## config.mk

```make
export PLATFORM = sky130hd
export DESIGN_NAME = spi_slave_sync
export DESIGN_NICKNAME = d
export VERILOG_FILES = /design/src/rtl/spi_slave_sync.sv
export SDC_FILE = /design/constraint.sdc
export NUM_CORES = 1
export LEC_CHECK = 0
export ABC_AREA = 0
export BUFFER_PORTS_ARGS = -buffer_cell sky130_fd_sc_hd__clkbuf_2
export CORE_ASPECT_RATIO = 1.25
export CORE_UTILIZATION = 57
export CTS_CLUSTER_DIAMETER = 200
export DETAILED_ROUTE_END_ITERATION = 10
export HOLD_SLACK_MARGIN = 0.05
export PLACE_DENSITY = 0.79
export RECOVER_POWER = 50
export SETUP_SLACK_MARGIN = 0.15
export SLEW_MARGIN = 20
export SYNTH_ARGS = -nofsm -noshare
export SYNTH_HDL_FRONTEND = slang
export SYNTH_SLANG_ARGS = --single-unit
```

## constraint.sdc

```tcl
create_clock -name CLK -period 2.1 [get_ports CLK]
set_input_delay 0.21 -clock CLK [delete_from_list [all_inputs] [get_ports CLK]]
set_output_delay 0.21 -clock CLK [all_outputs]
set_load 0.02 [all_outputs]
```

## src/rtl/spi_slave_sync.sv

```systemverilog
`timescale 1ns/1ps
// spi_slave_sync: SPI mode-0 slave (MSB first) with oversampled, synchronized pins,
//   a one-word TX holding buffer and a one-word RX output register.
// Latency: pin edge to internal event SYNC_STAGES+1 CLK; rx word visible 1 CLK after the last SCK rise event.
// Backpressure: TX accepts only when tx_ready (buffer empty); RX holds until rx_ready, and a word
//   completing while rx_valid is still unaccepted is dropped with an rx_overrun pulse.
//
// Ports:
//   CLK, RST (sync, active-high), ENA      - clock, reset, enable (low forces IDLE)
//   SCK, CSbar, MOSI                       - asynchronous SPI pins from the master
//   MISO, MISO_OE                          - slave data out and its output enable (1 while selected)
//   tx_data/tx_valid/tx_ready              - host write port into the TX holding buffer
//   rx_data/rx_valid/rx_ready              - received word to the host
//   rx_overrun, tx_underrun, frame_err     - single-cycle status pulses
//   busy                                   - 1 while shifting a frame
module spi_slave_sync #(
  parameter int               WIDTH         = 16,
  parameter int               SYNC_STAGES   = 2,
  parameter logic [WIDTH-1:0] UNDERRUN_WORD = '0
) (
  input  logic             CLK,
  input  logic             RST,
  input  logic             ENA,
  input  logic             SCK,
  input  logic             CSbar,
  input  logic             MOSI,
  output logic             MISO,
  output logic             MISO_OE,
  input  logic [WIDTH-1:0] tx_data,
  input  logic             tx_valid,
  output logic             tx_ready,
  output logic [WIDTH-1:0] rx_data,
  output logic             rx_valid,
  input  logic             rx_ready,
  output logic             rx_overrun,
  output logic             tx_underrun,
  output logic             frame_err,
  output logic             busy
);

  localparam int CW = $clog2(WIDTH);

  typedef enum logic {IDLE, SHIFT} state_t;

  state_t                 state_q, state_d;
  logic [SYNC_STAGES-1:0] sck_sync_q, sck_sync_d;
  logic [SYNC_STAGES-1:0] cs_sync_q, cs_sync_d;
  logic [SYNC_STAGES-1:0] mosi_sync_q, mosi_sync_d;
  logic                   sck_prev_q, sck_prev_d;
  logic                   cs_prev_q, cs_prev_d;
  logic [CW-1:0]          bit_cnt_q, bit_cnt_d;
  logic [WIDTH-1:0]       shift_tx_q, shift_tx_d;
  logic [WIDTH-2:0]       shift_rx_q, shift_rx_d;
  logic [WIDTH-1:0]       tx_buf_q, tx_buf_d;
  logic                   tx_ready_q, tx_ready_d;
  logic [WIDTH-1:0]       rx_data_q, rx_data_d;
  logic                   rx_valid_q, rx_valid_d;
  logic                   rx_overrun_q, rx_overrun_d;
  logic                   tx_underrun_q, tx_underrun_d;
  logic                   frame_err_q, frame_err_d;

  logic sck_s, cs_s, mosi_s;
  logic sck_rise, sck_fall, cs_rise, cs_fall;
  logic load_word;
  logic word_done;

  // Last stage of each synchronizer; edges compare it against one extra delayed sample.
  assign sck_s    = sck_sync_q[SYNC_STAGES-1];
  assign cs_s     = cs_sync_q[SYNC_STAGES-1];
  assign mosi_s   = mosi_sync_q[SYNC_STAGES-1];
  assign sck_rise = sck_s & ~sck_prev_q;
  assign sck_fall = ~sck_s & sck_prev_q;
  assign cs_rise  = cs_s & ~cs_prev_q;
  assign cs_fall  = ~cs_s & cs_prev_q;

  always_comb begin
    state_d       = state_q;
    sck_sync_d    = {sck_sync_q[SYNC_STAGES-2:0], SCK};
    cs_sync_d     = {cs_sync_q[SYNC_STAGES-2:0], CSbar};
    mosi_sync_d   = {mosi_sync_q[SYNC_STAGES-2:0], MOSI};
    sck_prev_d    = sck_s;
    cs_prev_d     = cs_s;
    bit_cnt_d     = bit_cnt_q;
    shift_tx_d    = shift_tx_q;
    shift_rx_d    = shift_rx_q;
    tx_buf_d      = tx_buf_q;
    tx_ready_d    = tx_ready_q;
    rx_data_d     = rx_data_q;
    rx_valid_d    = rx_valid_q;
    rx_overrun_d  = 1'b0;
    tx_underrun_d = 1'b0;
    frame_err_d   = 1'b0;
    load_word     = 1'b0;
    word_done     = 1'b0;

    case (state_q)
      IDLE: begin
        if (ENA && cs_fall) begin
          load_word  = 1'b1;
          bit_cnt_d  = '0;
          shift_rx_d = '0;
          state_d    = SHIFT;
        end
      end
      SHIFT: begin
        if (!ENA) begin
          // Partial word is dropped without a frame_err pulse.
          state_d   = IDLE;
          bit_cnt_d = '0;
        end else if (cs_rise) begin
          frame_err_d = (bit_cnt_q != '0);
          state_d     = IDLE;
          bit_cnt_d   = '0;
        end else if (sck_rise) begin
          shift_rx_d = {shift_rx_q[WIDTH-3:0], mosi_s};
          if (bit_cnt_q == CW'(WIDTH-1)) begin
            word_done = 1'b1;
            bit_cnt_d = '0;
          end else begin
            bit_cnt_d = bit_cnt_q + 1'b1;
          end
        end else if (sck_fall) begin
          // A fall with bit_cnt==0 follows the last rise of a word: present the next word.
          if (bit_cnt_q == '0) begin
            load_word = 1'b1;
          end else begin
            shift_tx_d = {shift_tx_q[WIDTH-2:0], 1'b0};
          end
        end
      end
      default: state_d = IDLE;
    endcase

    // The load looks at the buffer state before any same-cycle host write, so a word
    // written in the load cycle waits for the next boundary.
    if (load_word) begin
      if (!tx_ready_q) begin
        shift_tx_d = tx_buf_q;
        tx_ready_d = 1'b1;
      end else begin
        shift_tx_d    = UNDERRUN_WORD;
        tx_underrun_d = 1'b1;
      end
    end
    if (tx_valid && tx_ready_q) begin
      tx_buf_d   = tx_data;
      tx_ready_d = 1'b0;
    end

    // A word finishing in the same cycle the host accepts the old one replaces it cleanly.
    if (word_done) begin
      if (rx_valid_q && !rx_ready) begin
        rx_overrun_d = 1'b1;
      end else begin
        rx_data_d  = {shift_rx_q, mosi_s};
        rx_valid_d = 1'b1;
      end
    end else if (rx_valid_q && rx_ready) begin
      rx_valid_d = 1'b0;
    end
  end

  always_ff @(posedge CLK) begin
    if (RST) begin
      state_q       <= IDLE;
      sck_sync_q    <= '0;
      cs_sync_q     <= '1;
      mosi_sync_q   <= '0;
      sck_prev_q    <= 1'b0;
      cs_prev_q     <= 1'b1;
      bit_cnt_q     <= '0;
      shift_tx_q    <= '0;
      shift_rx_q    <= '0;
      tx_buf_q      <= '0;
      tx_ready_q    <= 1'b1;
      rx_data_q     <= '0;
      rx_valid_q    <= 1'b0;
      rx_overrun_q  <= 1'b0;
      tx_underrun_q <= 1'b0;
      frame_err_q   <= 1'b0;
    end else begin
      state_q       <= state_d;
      sck_sync_q    <= sck_sync_d;
      cs_sync_q     <= cs_sync_d;
      mosi_sync_q   <= mosi_sync_d;
      sck_prev_q    <= sck_prev_d;
      cs_prev_q     <= cs_prev_d;
      bit_cnt_q     <= bit_cnt_d;
      shift_tx_q    <= shift_tx_d;
      shift_rx_q    <= shift_rx_d;
      tx_buf_q      <= tx_buf_d;
      tx_ready_q    <= tx_ready_d;
      rx_data_q     <= rx_data_d;
      rx_valid_q    <= rx_valid_d;
      rx_overrun_q  <= rx_overrun_d;
      tx_underrun_q <= tx_underrun_d;
      frame_err_q   <= frame_err_d;
    end
  end

  assign MISO        = shift_tx_q[WIDTH-1];
  assign MISO_OE     = (state_q == SHIFT);
  assign busy        = (state_q == SHIFT);
  assign tx_ready    = tx_ready_q;
  assign rx_data     = rx_data_q;
  assign rx_valid    = rx_valid_q;
  assign rx_overrun  = rx_overrun_q;
  assign tx_underrun = tx_underrun_q;
  assign frame_err   = frame_err_q;

endmodule

```

# Yosys cells after proc, flatten, opt, wreduce, memory -nomap -nowiden
# Cells that the tools add are included.
totals:
  in_bits: 24
  word_cells: 102
  ff_bits: 81
  out_inout_bits: 24
classes:
  addsub: 1
  mux: 41
  n_eq_ne: 10
  bitwise: 14
  reduce_logical: 20
ops:
  columns: ["operator", "count"]
  rows:
  - ["2-to-1 mux 16 bit", 8]
  - ["2-to-1 mux 15 bit", 4]
  - ["case mux 15 bit (2 select lines)", 1]
  - ["2-to-1 mux 1 bit", 20]
  - ["2-to-1 mux 4 bit", 5]
  - ["!= test 2 bit, second input constant", 5]
  - ["inverter 1 bit", 10]
  - ["nonzero test 2 bit", 5]
  - ["case mux 4 bit (2 select lines)", 1]
  - ["!= test 2 x 1 -> 1 bit, second input constant", 3]
  - ["AND reduction 2 bit", 3]
  - ["AND reduction 6 bit", 1]
  - ["adder 4 x 1 -> 4 bit, second input constant", 1]
  - ["bitwise AND 1 bit", 4]
  - ["== test 4 bit, second input constant", 1]
  - ["logical AND 1 bit", 4]
  - ["zero test 4 bit", 1]
  - ["!= test 4 x 2 -> 1 bit, second input constant", 1]
  - ["case mux 1 bit (2 select lines)", 2]
  - ["AND reduction 4 bit", 1]
  - ["nonzero test 4 bit", 1]
  - ["OR reduction 2 bit", 2]
  - ["OR reduction 4 bit", 1]
  - ["zero test 1 bit", 1]

# Depth between registers and ports, before layout
# Gate-level depths: netlist of the first run.
depth:
  word_depth: 9
  mapped_depth: 8
  ltp_nobuf: 6

# Worst setup path before layout of the first run
# OpenSTA, ideal clock, no wires.
synth_path:
  kind: "register to register"
  startpoint: "reg state_q, in the netlist MISO_OE"
  endpoint: "reg bit_cnt_q[0]"
  path_buffers: 2
  setup_ns: 0.070
  t_arrival_ns: 1.628
  slack_ns: 0.401
  t_required_ns: 2.030
  period_less_slack_ns: 1.699
  path_stages_with_launch: 6
  cell_sequence: "dfxtp_1 -> buf_2 -> buf_1 -> o31ai_1 -> a2111o_1 -> a21oi_1"
synth_between:
  elab_chain_len: 3
  word_cells_on_any_way: 5
  cone_classes: "eq/ne: 2; mux: 1; bitwise: 1; reduce/logical: 1"
synth_lines:
  columns: ["element", "line_no", "source"]
  rows:
  - ["start, declared", "45", "state_t state_q, state_d;"]
  - ["start signal, assigned", "182", "state_q <= state_d;"]
  - ["inverter 1 bit", null, null]
  - ["!= test 2 bit (no line)", null, null]
  - ["AND reduction 2 bit (no line)", null, null]
  - ["end signal, assigned", "188", "bit_cnt_q <= bit_cnt_d;"]
  - ["end, declared", "51", "logic [CW-1:0] bit_cnt_q, bit_cnt_d;"]
# Several ways; a longest one is shown, not always the timed one.
# A chain may end at the register's enable or synchronous reset.

# Worst setup path in the final report of the first run
layout_path:
  startpoint: "reg bit_cnt_q[0]"
  endpoint: "reg shift_tx_q[8]"
layout_between:
  elab_chain_len: 9
  word_cells_on_any_way: 15
  cone_classes: "eq/ne: 3; mux: 7; reduce/logical: 5"
layout_lines:
  columns: ["element", "line_no", "source"]
  rows:
  - ["zero test 4 bit (*)", "124", "if (bit_cnt_q == '0) begin"]
  - ["2-to-1 mux 1 bit", "124", null]
  - ["2-to-1 mux 1 bit", "122", "end else if (sck_fall) begin"]
  - ["2-to-1 mux 1 bit", "114", "end else if (sck_rise) begin"]
  - ["2-to-1 mux 1 bit", "110", "end else if (cs_rise) begin"]
  - ["2-to-1 mux 1 bit", "106", "if (!ENA) begin"]
  - ["case mux 1 bit (2 select lines)", "96", "case (state_q)"]
  - ["!= test 2 bit (no line) (tied with other cells)", null, null]
  - ["AND reduction 6 bit (no line)", null, null]
  - ["end signal, assigned", "189", "shift_tx_q <= shift_tx_d;"]
  - ["end, declared", "52", "logic [WIDTH-1:0] shift_tx_q, shift_tx_d;"]
# Every way passes the cells marked *; elsewhere a longest branch is shown, timed or not.

==> results.sh, run 1 <==
export IMPL_clockBufferDepth=2
export IMPL_ys_types=37
export IMPL_cts_made_buffers=9
export IMPL_drv_slew=0
export IMPL_cp_cell_sequence="inv_1 -> ha_1 -> nor3b_4 -> nand4_1 -> buf_4 -> nand3_1 -> a311oi_1"
export IMPL_fin_tns_setup_ns=0
export IMPL_cp_arrival_ns=2.02
export IMPL_grt_pass1_wl_um=11510
export IMPL_wl_met1_um=3065
export IMPL_finalWirelength_um=6928
export IMPL_dp_slack_ns=0.2643
export IMPL_grt_pass1_vias=2664
export IMPL_dr_pass1_iters=4
export IMPL_yosysTopAreaCell="dfxtp_1"
export IMPL_clkTransAtPathRegs_ns=0.08
export IMPL_hp_class="input port to flop"
export IMPL_worst_pin_slew_ns=1.152
export IMPL_worst_setup_path_end_kind="flop"
export IMPL_dieArea_um2=6367
export IMPL_yosysWarnings=0
export IMPL_die_w_um=71.57
export IMPL_die_h_um=88.96
export IMPL_cts_tree="yes"
export IMPL_vdd_drop_max_v=0.0004523
export IMPL_grt_max_degree=34
export IMPL_coreArea_um2=5818
export IMPL_synth_cell_area_um2=3448
export IMPL_seqPwrFrac=0.522
export IMPL_cts_root_buf="clkbuf_8"
export IMPL_place_hpwl_um=4495
export IMPL_outcome="finished, final reports clean"
export IMPL_synth_most_common_cell="dfxtp_1"
export IMPL_syn_instance_count=392
export IMPL_critical_path_peak_fanout=11
export IMPL_grtUsageTotal=0.2326
export IMPL_p_clk_frac=0.418
export IMPL_fmax_mhz=568.8
export IMPL_p_switching_w=0.0006798
export IMPL_synth_async_reset_ratio=0
export IMPL_synth_ff_type="dfxtp_1"
export IMPL_yosysTopAreaCellShare=0.4702
export IMPL_slew_headroom=0.2321
export IMPL_drtIter0Drc=208
export IMPL_vias=2846
export IMPL_highest_layer="met4"
export IMPL_diodes=0
export IMPL_worstPathRequired_ns=2.36
export IMPL_port_buffers=47
export IMPL_crit_path_top_delay_cell="dfxtp_1"
export IMPL_internal_power_w=0.002371
export IMPL_syn_to_final_growth_pct=13.72
export IMPL_path_class="flop to flop"
export IMPL_hold_viol=0
export IMPL_synth_nets=418
export IMPL_fin_worst_skew_ns=0.01017
export IMPL_synth_area_per_cell_um2=8.797
export IMPL_leakage_nw=1.334
export IMPL_antenna_left=0
export IMPL_antenna_found_initial=0
export IMPL_swShare=0.2228
export IMPL_min_period_ns=1.758
export IMPL_gp_congestion=0.8314
export IMPL_fin_ws_ns=0.3418
export IMPL_nets=455
export IMPL_post_route_period_util=0.8372
export IMPL_cpLargestDelayFamily="simple AND/OR/NAND/NOR gates"
export IMPL_ys_ff_latch=81
export IMPL_avgRoutedWirePerCell_um=13.86
export IMPL_start_util=0.5927
export IMPL_cts_htree_levels=3
export IMPL_grt_overflow_total=0
export IMPL_num_io_pins=48
export IMPL_setup_viol=0
export IMPL_synthTopCellsByArea="dfxtp_1 (47%), nand2b_1 (6.5%), a21oi_1 (5.4%), mux2i_1 (4.9%), nand2_1 (4.4%)"
export IMPL_rsz0062_at_grt="false"
export IMPL_post_drt_via_cell_ratio=5.692
export IMPL_ys_top_cells_by_count="dfxtp_1 (81), nand2_1 (40), a21oi_1 (37)"
export IMPL_hp_start="SCK"
export IMPL_worst_skew_pair_late_latency_ns=0.35
export IMPL_cts_num_sinks=81
export IMPL_powerDensity_nw_per_um2=778.1
export IMPL_rr_startpoint="bit_cnt_q[0]"
export IMPL_synth_edf_count=0
export IMPL_power_frac_comb=0.060
export IMPL_slowest_delay_ns=0.42
export IMPL_dr_wl_met2_um=3543
export IMPL_cp_start_kind="flop"
export IMPL_cp_startpoint="bit_cnt_q[0]"
export IMPL_cap_violations=0
export IMPL_num_rows=31
export IMPL_drc=0
export IMPL_routed_wl_met3_um=224
export IMPL_crit_buf_inv=2
export IMPL_ys_seq_area_frac=0.4702
export IMPL_drive_above_1_share=0.1382
metal layers:
layer	vias up	track usage
li1	1460	-
met1	1323	0.2616
met2	54	0.4225
met3	9	0.05186
met4	0	0.1070
met5	-	0
cells in the final DEF (no fill, tap or decap), types with 10 or more instances in the layout:
cell,netlist,routed
buf_4,3,11
mux2i_1,17,17
nand2_1,40,40
nand3_1,20,20
nand4_1,16,16
clkbuf_2,0,24
clkbuf_1,23,25
a311oi_1,15,14
o21ai_0,16,16
o211ai_1,16,16
dfxtp_1,81,81
nor2b_1,10,10
nor2_1,19,19
clkbuf_8,0,11
a21oi_1,37,37
nand2b_1,36,36
cell families (layout without fill, tap and decap cells):
family / Yosys count / count (layout) / share of synthesized area
DFF: 81 / 81 / 0.4702
and+or+nand+nor: 158 / 158 / 0.2464
muxes: 17 / 17 / 0.04935
buffers and inverters: 40 / 82 / 0.05297
AOI/OAI and AO/OA: 94 / 94 / 0.1738
adders and majority gates: 2 / 2 / 0.007256
repair_timing:
item / 4_1_cts / 5_1_grt
setup endpoints to repair: 0 / 22
resized for setup: 0 / 3
hold endpoints to repair: 1 / 0
buffers inserted: 0 / 1
hold buffers: 1 / 0
state kept, by name, indices dropped and copies added, names as in the netlist, 2 cells and up:
signal       cells
rx_data         16
shift_tx_q      16
tx_buf_q        16
shift_rx_q      15
bit_cnt_q        4
cs_sync_q        2
mosi_sync_q      2
sck_sync_q       2
worst paths after layout:
kind | endpoint | slack (ns) | cells past startpoint
min | sck_sync_q[0] | 0.07 | 2
max reg2reg | shift_tx_q[8] | 0.34 | 7
max | shift_tx_q[8] | 0.34 | 7
min reg2reg | cs_sync_q[1] | 0.42 | 1
final cells by class:
| cell class | instances | area [um^2] |
|---|---|---|
| Sequential cell | 81 | 1622 |
| Timing Repair Buffer | 61 | 306.5 |
| Multi-Input combinational cell | 271 | 1663 |
| Clock buffer | 11 | 151.4 |
| Fill cell | 522 | 1897 |
| Clock inverter | 5 | 77.57 |
| Tap cell | 66 | 82.58 |
| Inverter | 5 | 18.77 |
power groups by stage:
stage	clock network (W)	registers, W	logic, W
2_1_floorplan	0	0.00162	0.000128
3_3_place_gp	0	0.00163	0.000178
3_5_place_dp	0	0.00163	0.000182
4_1_cts	0.00129	0.00159	0.000185
5_1_grt	0.00136	0.00160	0.000206
6_report	0.00128	0.00159	0.000183
per-stage QoR:
stage | hold slack, ns | total power (W) | instance area [um^2] | cells | util
after floorplan | 0.3138 | 0.001753 | 3448 | 392 | -
after global placement | 0.3944 | 0.001804 | 3692 | 482 | 0.6346
after detailed placement | 0.4016 | 0.001809 | 3692 | 482 | 0.6346
after CTS | 0.06607 | 0.003068 | 3931 | 499 | 0.6757
after global routing | 0.06938 | 0.003164 | 3921 | 500 | 0.6740
final | 0.07059 | 0.003051 | 3921 | 500 | 0.6740
(Power assumes the default switching activity.)
==> run 2: changes to the inputs <==
CORE_UTILIZATION = 51   (was 57)
PLACE_DENSITY = 0.75   (was 0.79)
clock period = 1.5 ns   (was 2.1 ns; I/O delays follow)
==> run 2 against run 1 <==
The flow now finishes with violations (negative setup slack). Cell area grew 16%. Count of clock-buffer cells in the layout shrank 2. Clock skew is essentially flat. Die area grew 11%. Register-to-register slack lost 0.44 ns. Critical path type unchanged. Critical endpoint is now shift_tx_q[2]. Highest routed layer unchanged.
==> results.sh, run 2 (synthesis results as in run 1) <==
export IMPL_start_util=0.5253
export IMPL_post_route_period_util=1.062
export IMPL_cts_htree_levels=3
export IMPL_regArea_um2=1629
export IMPL_timing_reg2reg_setup_slack_ns=-0.09
export IMPL_p_switching_w=0.001065
export IMPL_avgRoutedWirePerCell_um=14.03
export IMPL_power_frac_comb=0.087
export IMPL_leakage_nw=1.529
export IMPL_violations="negative setup slack"
export IMPL_die_h_um=93.94
export IMPL_layout_common_cells="dfxtp_1 (77), nand2_1 (38), nand2b_1 (36)"
export IMPL_critical_path_peak_fanout=16
export IMPL_rsz0062_at_grt="true"
export IMPL_num_rows=33
export IMPL_cp_arrival_ns=1.86
export IMPL_outcome="finished with violations"
export IMPL_num_io_pins=48
export IMPL_worstPathRequired_ns=1.77
export IMPL_reg2regPathDepth=7
export IMPL_slew_headroom=0.6742
export IMPL_drtIter0Drc=137
export IMPL_cts_root_buf="clkbuf_8"
export IMPL_vdd_drop_max_v=0.0005672
export IMPL_dpl_instance_area_um2=3934
export IMPL_dieArea_um2=7096
export IMPL_worst_setup_path_end_kind="flop"
export IMPL_post_drt_via_cell_ratio=5.483
export IMPL_cp_start_kind="flop"
export IMPL_dr_pass1_iters=4
export IMPL_swShare=0.2643
export IMPL_cts_made_buffers=9
export IMPL_rr_startpoint="bit_cnt_q[0]"
export IMPL_hold_viol=0
export IMPL_worst_skew_pair_late_latency_ns=0.36
export IMPL_grtUsageTotal=0.2313
export IMPL_diodes=0
export IMPL_drv_slew=0
export IMPL_whs_endpoint="rx_overrun"
export IMPL_clkTransAtPathRegs_ns=0.09
export IMPL_hp_start="rx_ready"
export IMPL_cap_violations=0
export IMPL_die_w_um=75.55
export IMPL_syn_to_final_growth_pct=31.35
export IMPL_design_area_um2=4529
export IMPL_coreArea_um2=6565
export IMPL_fillers=495
export IMPL_fmax_mhz=627.6
export IMPL_port_buffers=47
export IMPL_clockBufferDepth=2
export IMPL_nets=497
export IMPL_p_total_w=0.004029
export IMPL_grt_max_degree=37
export IMPL_drive_above_1_share=0.2563
export IMPL_dp_slack_ns=-0.1661
export IMPL_p_clk_frac=0.360
export IMPL_antenna_left=0
export IMPL_worst_pin_slew_ns=0.4876
export IMPL_hp_class="input port to flop"
export IMPL_internal_power_w=0.002964
export IMPL_r2r_end="shift_tx_q[2]"
export IMPL_grt_overflow_total=0
export IMPL_drc=0
export IMPL_hold_path_depth=3
export IMPL_min_period_ns=1.593
export IMPL_utilization=0.6899
export IMPL_final_common_cell="dfxtp_1"
export IMPL_gp_congestion=0.7953
export IMPL_vias=3087
export IMPL_finalWirelength_um=7899
export IMPL_cts_num_sinks=81
export IMPL_grt_pass1_vias=2945
export IMPL_antenna_found_initial=0
export IMPL_fin_ws_ns=-0.09338
export IMPL_setup_viol=37
export IMPL_powerDensity_nw_per_um2=889.6
export IMPL_seqPwrFrac=0.553
export IMPL_place_hpwl_um=4733
export IMPL_fin_worst_skew_ns=0.01066
export IMPL_grt_pass1_wl_um=12610
export IMPL_multi_input_area_um2=1819
export IMPL_path_class="flop to flop"
export IMPL_cts_tree="yes"
[run 2: cell count changes in the layout (fill, tap and decap cells not counted), moves of 5 or more]
cell	previous run	this run
buf_4	11	22
o21ai_0	16	0
buf_6	0	9
clkinvlp_4	1	6
dlygate4sd3_1	1	19
o21ai_2	0	15
[run 2: worst max-delay path, stage by stage, from the launching register on]
cell and delay, ns:
dfxtp_2 0.33, inv_2 0.07, ha_4 0.12, nor3b_4 0.20
and4bb_1 0.27, buf_12 0.15, o211ai_1 0.09, a311oi_1 0.26
[run 2: power by group through the flow]
stage | sequential [W] | combinational, W | clock (W)
after CTS | 0.00223 | 0.000342 | 0.00148
after floorplan | 0.00227 | 0.000194 | 0
after global routing | 0.00223 | 0.000388 | 0.00154
after global placement | 0.00228 | 0.000281 | 0
after detailed placement | 0.00228 | 0.000287 | 0
final | 0.00223 | 0.000352 | 0.00145
[run 2: cell type report]
class	count	area share
multi-input cells	271	0.4017
clock inverters	7	0.01215
well taps	87	0.02403
inverters	5	0.004972
repair buffers	103	0.1702
flip-flops and latches	81	0.3597
clock buffers	9	0.02735
[run 2: metrics by stage]
step / TNS [ns] / hold slack (ns) / cells
after detailed placement: -2.252 / 0.3412 / 518
after global routing: -6.196 / 0.1430 / 563
after global placement: -0.7378 / 0.3351 / 518
after floorplan: -0.7211 / 0.2538 / 392
after CTS: -2.050 / 0.1146 / 558
final: -2.182 / 0.1251 / 563
[run 2: timing repair]
item                       4_1_cts  5_1_grt
hold endpoints to repair        19        0
setup endpoints to repair       55       71
hold buffers                    19        0
cloned                           1        2
resized for setup               33       25
pin swaps                       11       14
buffers inserted                 4        3
[run 2: worst max-delay path by stage]
| stage | slack [ns] | from | to | depth (start not counted) |
|---|---|---|---|---|
| CTS | -0.12 | bit_cnt_q[0] | shift_tx_q[6] | 7 |
| finish | -0.09 | bit_cnt_q[0] | shift_tx_q[2] | 7 |
| global route | -0.22 | bit_cnt_q[0] | shift_tx_q[2] | 7 |
| detailed placement | -0.17 | bit_cnt_q[0] | shift_tx_q[2] | 7 |
| floorplan | -0.05 | bit_cnt_q[0] | shift_tx_q[10] | 8 |
| global placement | -0.06 | bit_cnt_q[0] | shift_tx_q[2] | 7 |
[run 2: routing by layer]
layer | track usage | part of all wire | up-vias
met5 | 0 | 0 | -
met4 | 0.1096 | 0.026 | 0
met3 | 0.03970 | 0.032 | 18
met2 | 0.4226 | 0.52 | 78
met1 | 0.2498 | 0.42 | 1438
li1 | - | - | 1553
==> run 3: changes to the inputs <==
--- a/config.mk
+++ b/config.mk
@@ -14,3 +14,3 @@
 export HOLD_SLACK_MARGIN = 0.05
-export PLACE_DENSITY = 0.75
+export PLACE_DENSITY = 0.82
 export RECOVER_POWER = 50
--- a/constraint.sdc
+++ b/constraint.sdc
@@ -3,2 +3,2 @@
 set_output_delay 0.15 -clock CLK [all_outputs]
-set_load 0.02 [all_outputs]
+set_load 0.05 [all_outputs]
==> run 3 against run 2 <==
The flow still finishes with violations (negative setup slack). Cell area grew 5.1%. Worst setup slack lost 0.018 ns. Total power grew 4.5%. Register-to-register slack lost 0.02 ns. Wire length grew 13%.
==> results.sh, run 3 (synthesis results as in run 1) <==
export IMPL_coreArea_um2=6565
export IMPL_post_route_period_util=1.074
export IMPL_fin_worst_skew_ns=0.006417
export IMPL_port_buffers=47
export IMPL_cts_htree_levels=3
export IMPL_vias=3216
export IMPL_fin_tns_setup_ns=-1.674
export IMPL_dr_pass1_iters=4
export IMPL_outcome="finished with violations"
export IMPL_hold_viol=0
export IMPL_post_drt_via_cell_ratio=5.652
export IMPL_setup_viol=35
export IMPL_final_common_cell="dfxtp_1"
export IMPL_drv_slew=0
export IMPL_nets=503
export IMPL_cts_made_buffers=9
export IMPL_num_io_pins=48
export IMPL_syn_to_final_growth_pct=38.03
export IMPL_avgRoutedWirePerCell_um=15.73
export IMPL_powerDensity_nw_per_um2=884.8
export IMPL_clockBufferDepth=2
export IMPL_gp_congestion=0.8102
export IMPL_hold_slack_ns=0.1263
export IMPL_hp_class="input port to flop"
export IMPL_grt_max_degree=47
export IMPL_path_class="flop to flop"
export IMPL_worst_pin_slew_ns=0.7541
export IMPL_drtIter0Drc=188
export IMPL_cts_num_sinks=81
export IMPL_grt_overflow_total=0
export IMPL_worst_setup_path_end_kind="flop"
export IMPL_fmax_mhz=620.6
export IMPL_cap_violations=0
export IMPL_layout_common_cells="dfxtp_1 (76), clkbuf_2 (42), nand2_1 (38)"
export IMPL_cp_start_kind="flop"
export IMPL_min_period_ns=1.611
export IMPL_grtUsageTotal=0.2566
export IMPL_antenna_found_initial=0
export IMPL_place_hpwl_um=4724
export IMPL_die_w_um=75.55
export IMPL_worstPathRequired_ns=1.77
export IMPL_dieArea_um2=7096
export IMPL_cts_tree="yes"
export IMPL_critical_path_peak_fanout=8
export IMPL_rsz0062_at_grt="true"
export IMPL_num_rows=33
export IMPL_antenna_left=0
export IMPL_slew_headroom=0.4973
export IMPL_violations="negative setup slack"
export IMPL_cts_root_buf="clkbuf_8"
export IMPL_vdd_drop_max_v=0.0005333
export IMPL_worst_skew_pair_late_latency_ns=0.36
export IMPL_diodes=0
export IMPL_finalWirelength_um=8948
export IMPL_grt_pass1_wl_um=13660
export IMPL_drive_above_1_share=0.3216
export IMPL_fin_ws_ns=-0.1113
export IMPL_leakage_nw=1.693
export IMPL_start_util=0.5253
export IMPL_grt_pass1_vias=3050
export IMPL_die_h_um=93.94
export IMPL_clkTransAtPathRegs_ns=0.08
export IMPL_cp_arrival_ns=1.88
export IMPL_drc=0
-- run 3: changes by cell type in the layout (fill, tap and decap cells not counted), sizes merged --
cell	delta
buf	+7
bufinv	+1
clkbuf	+1
clkinv	+1
clkinvlp	-4
-- run 3: what timing repair did --
action / in CTS / in global routing
resized for setup: 75 / 27
pin swaps: 23 / 27
setup endpoints to repair: 57 / 68
setup buffers: 6 / 6
endpoints found under the hold margin: 19 / 0
gates cloned: 3 / 0
hold buffers: 19 / 0
-- run 3: through the flow --
step / total power [W] / instance area (um^2) / instances / utilization / setup slack [ns]
after floorplan: 0.002471 / 3525 / 392 / - / -0.05763
after global placement: 0.002560 / 3911 / 519 / 0.5958 / -0.03941
after detailed placement: 0.002569 / 3911 / 519 / 0.5958 / -0.1056
after CTS: 0.004206 / 4593 / 563 / 0.6996 / -0.08496
after global routing: 0.004372 / 4760 / 569 / 0.7250 / -0.2132
final: 0.004211 / 4760 / 569 / 0.7250 / -0.1113
-- run 3: power breakdown --
part	internal, W	switching, W	total [W]
clock	0.000809	0.000775	0.00158
combinational	0.000176	0.000223	0.000400
sequential	0.00220	0.0000298	0.00223
-- run 3: path summary, 6_finish.rpt --
kind / startpoint / to / slack, ns / cells past startpoint
min reg2reg: cs_sync_q[0] / cs_sync_q[1] / 0.41 / 1
min: rx_ready / rx_overrun / 0.13 / 3
max: bit_cnt_q[1] / shift_tx_q[9] / -0.11 / 7
max reg2reg: bit_cnt_q[1] / shift_tx_q[9] / -0.11 / 7
-- run 3: cell type report --
type,count,area [um^2]
sequential,81,1630
fill,456,1805
tap,87,108.9
timing repair buffer,109,919.6
inverter,5,18.77
clock inverter,5,55.05
multi-input combinational,271,1886
clock buffer,11,141.4
-- run 3: layer usage --
metal / part of all wire / up-vias / track usage
li1: - / 1564 / -
met1: 0.39 / 1525 / 0.2846
met2: 0.53 / 101 / 0.4353
met3: 0.049 / 26 / 0.06116
met4: 0.030 / 0 / 0.1497
met5: 0 / - / 0
-- run 3: critical path: stages (launching register included) --
cell and delay, ns:
dfxtp_2 0.32, inv_1 0.05, ha_1 0.13, nor3b_4 0.19, and4bb_4 0.33, buf_12 0.13
o211ai_1 0.11, a311oi_1 0.26
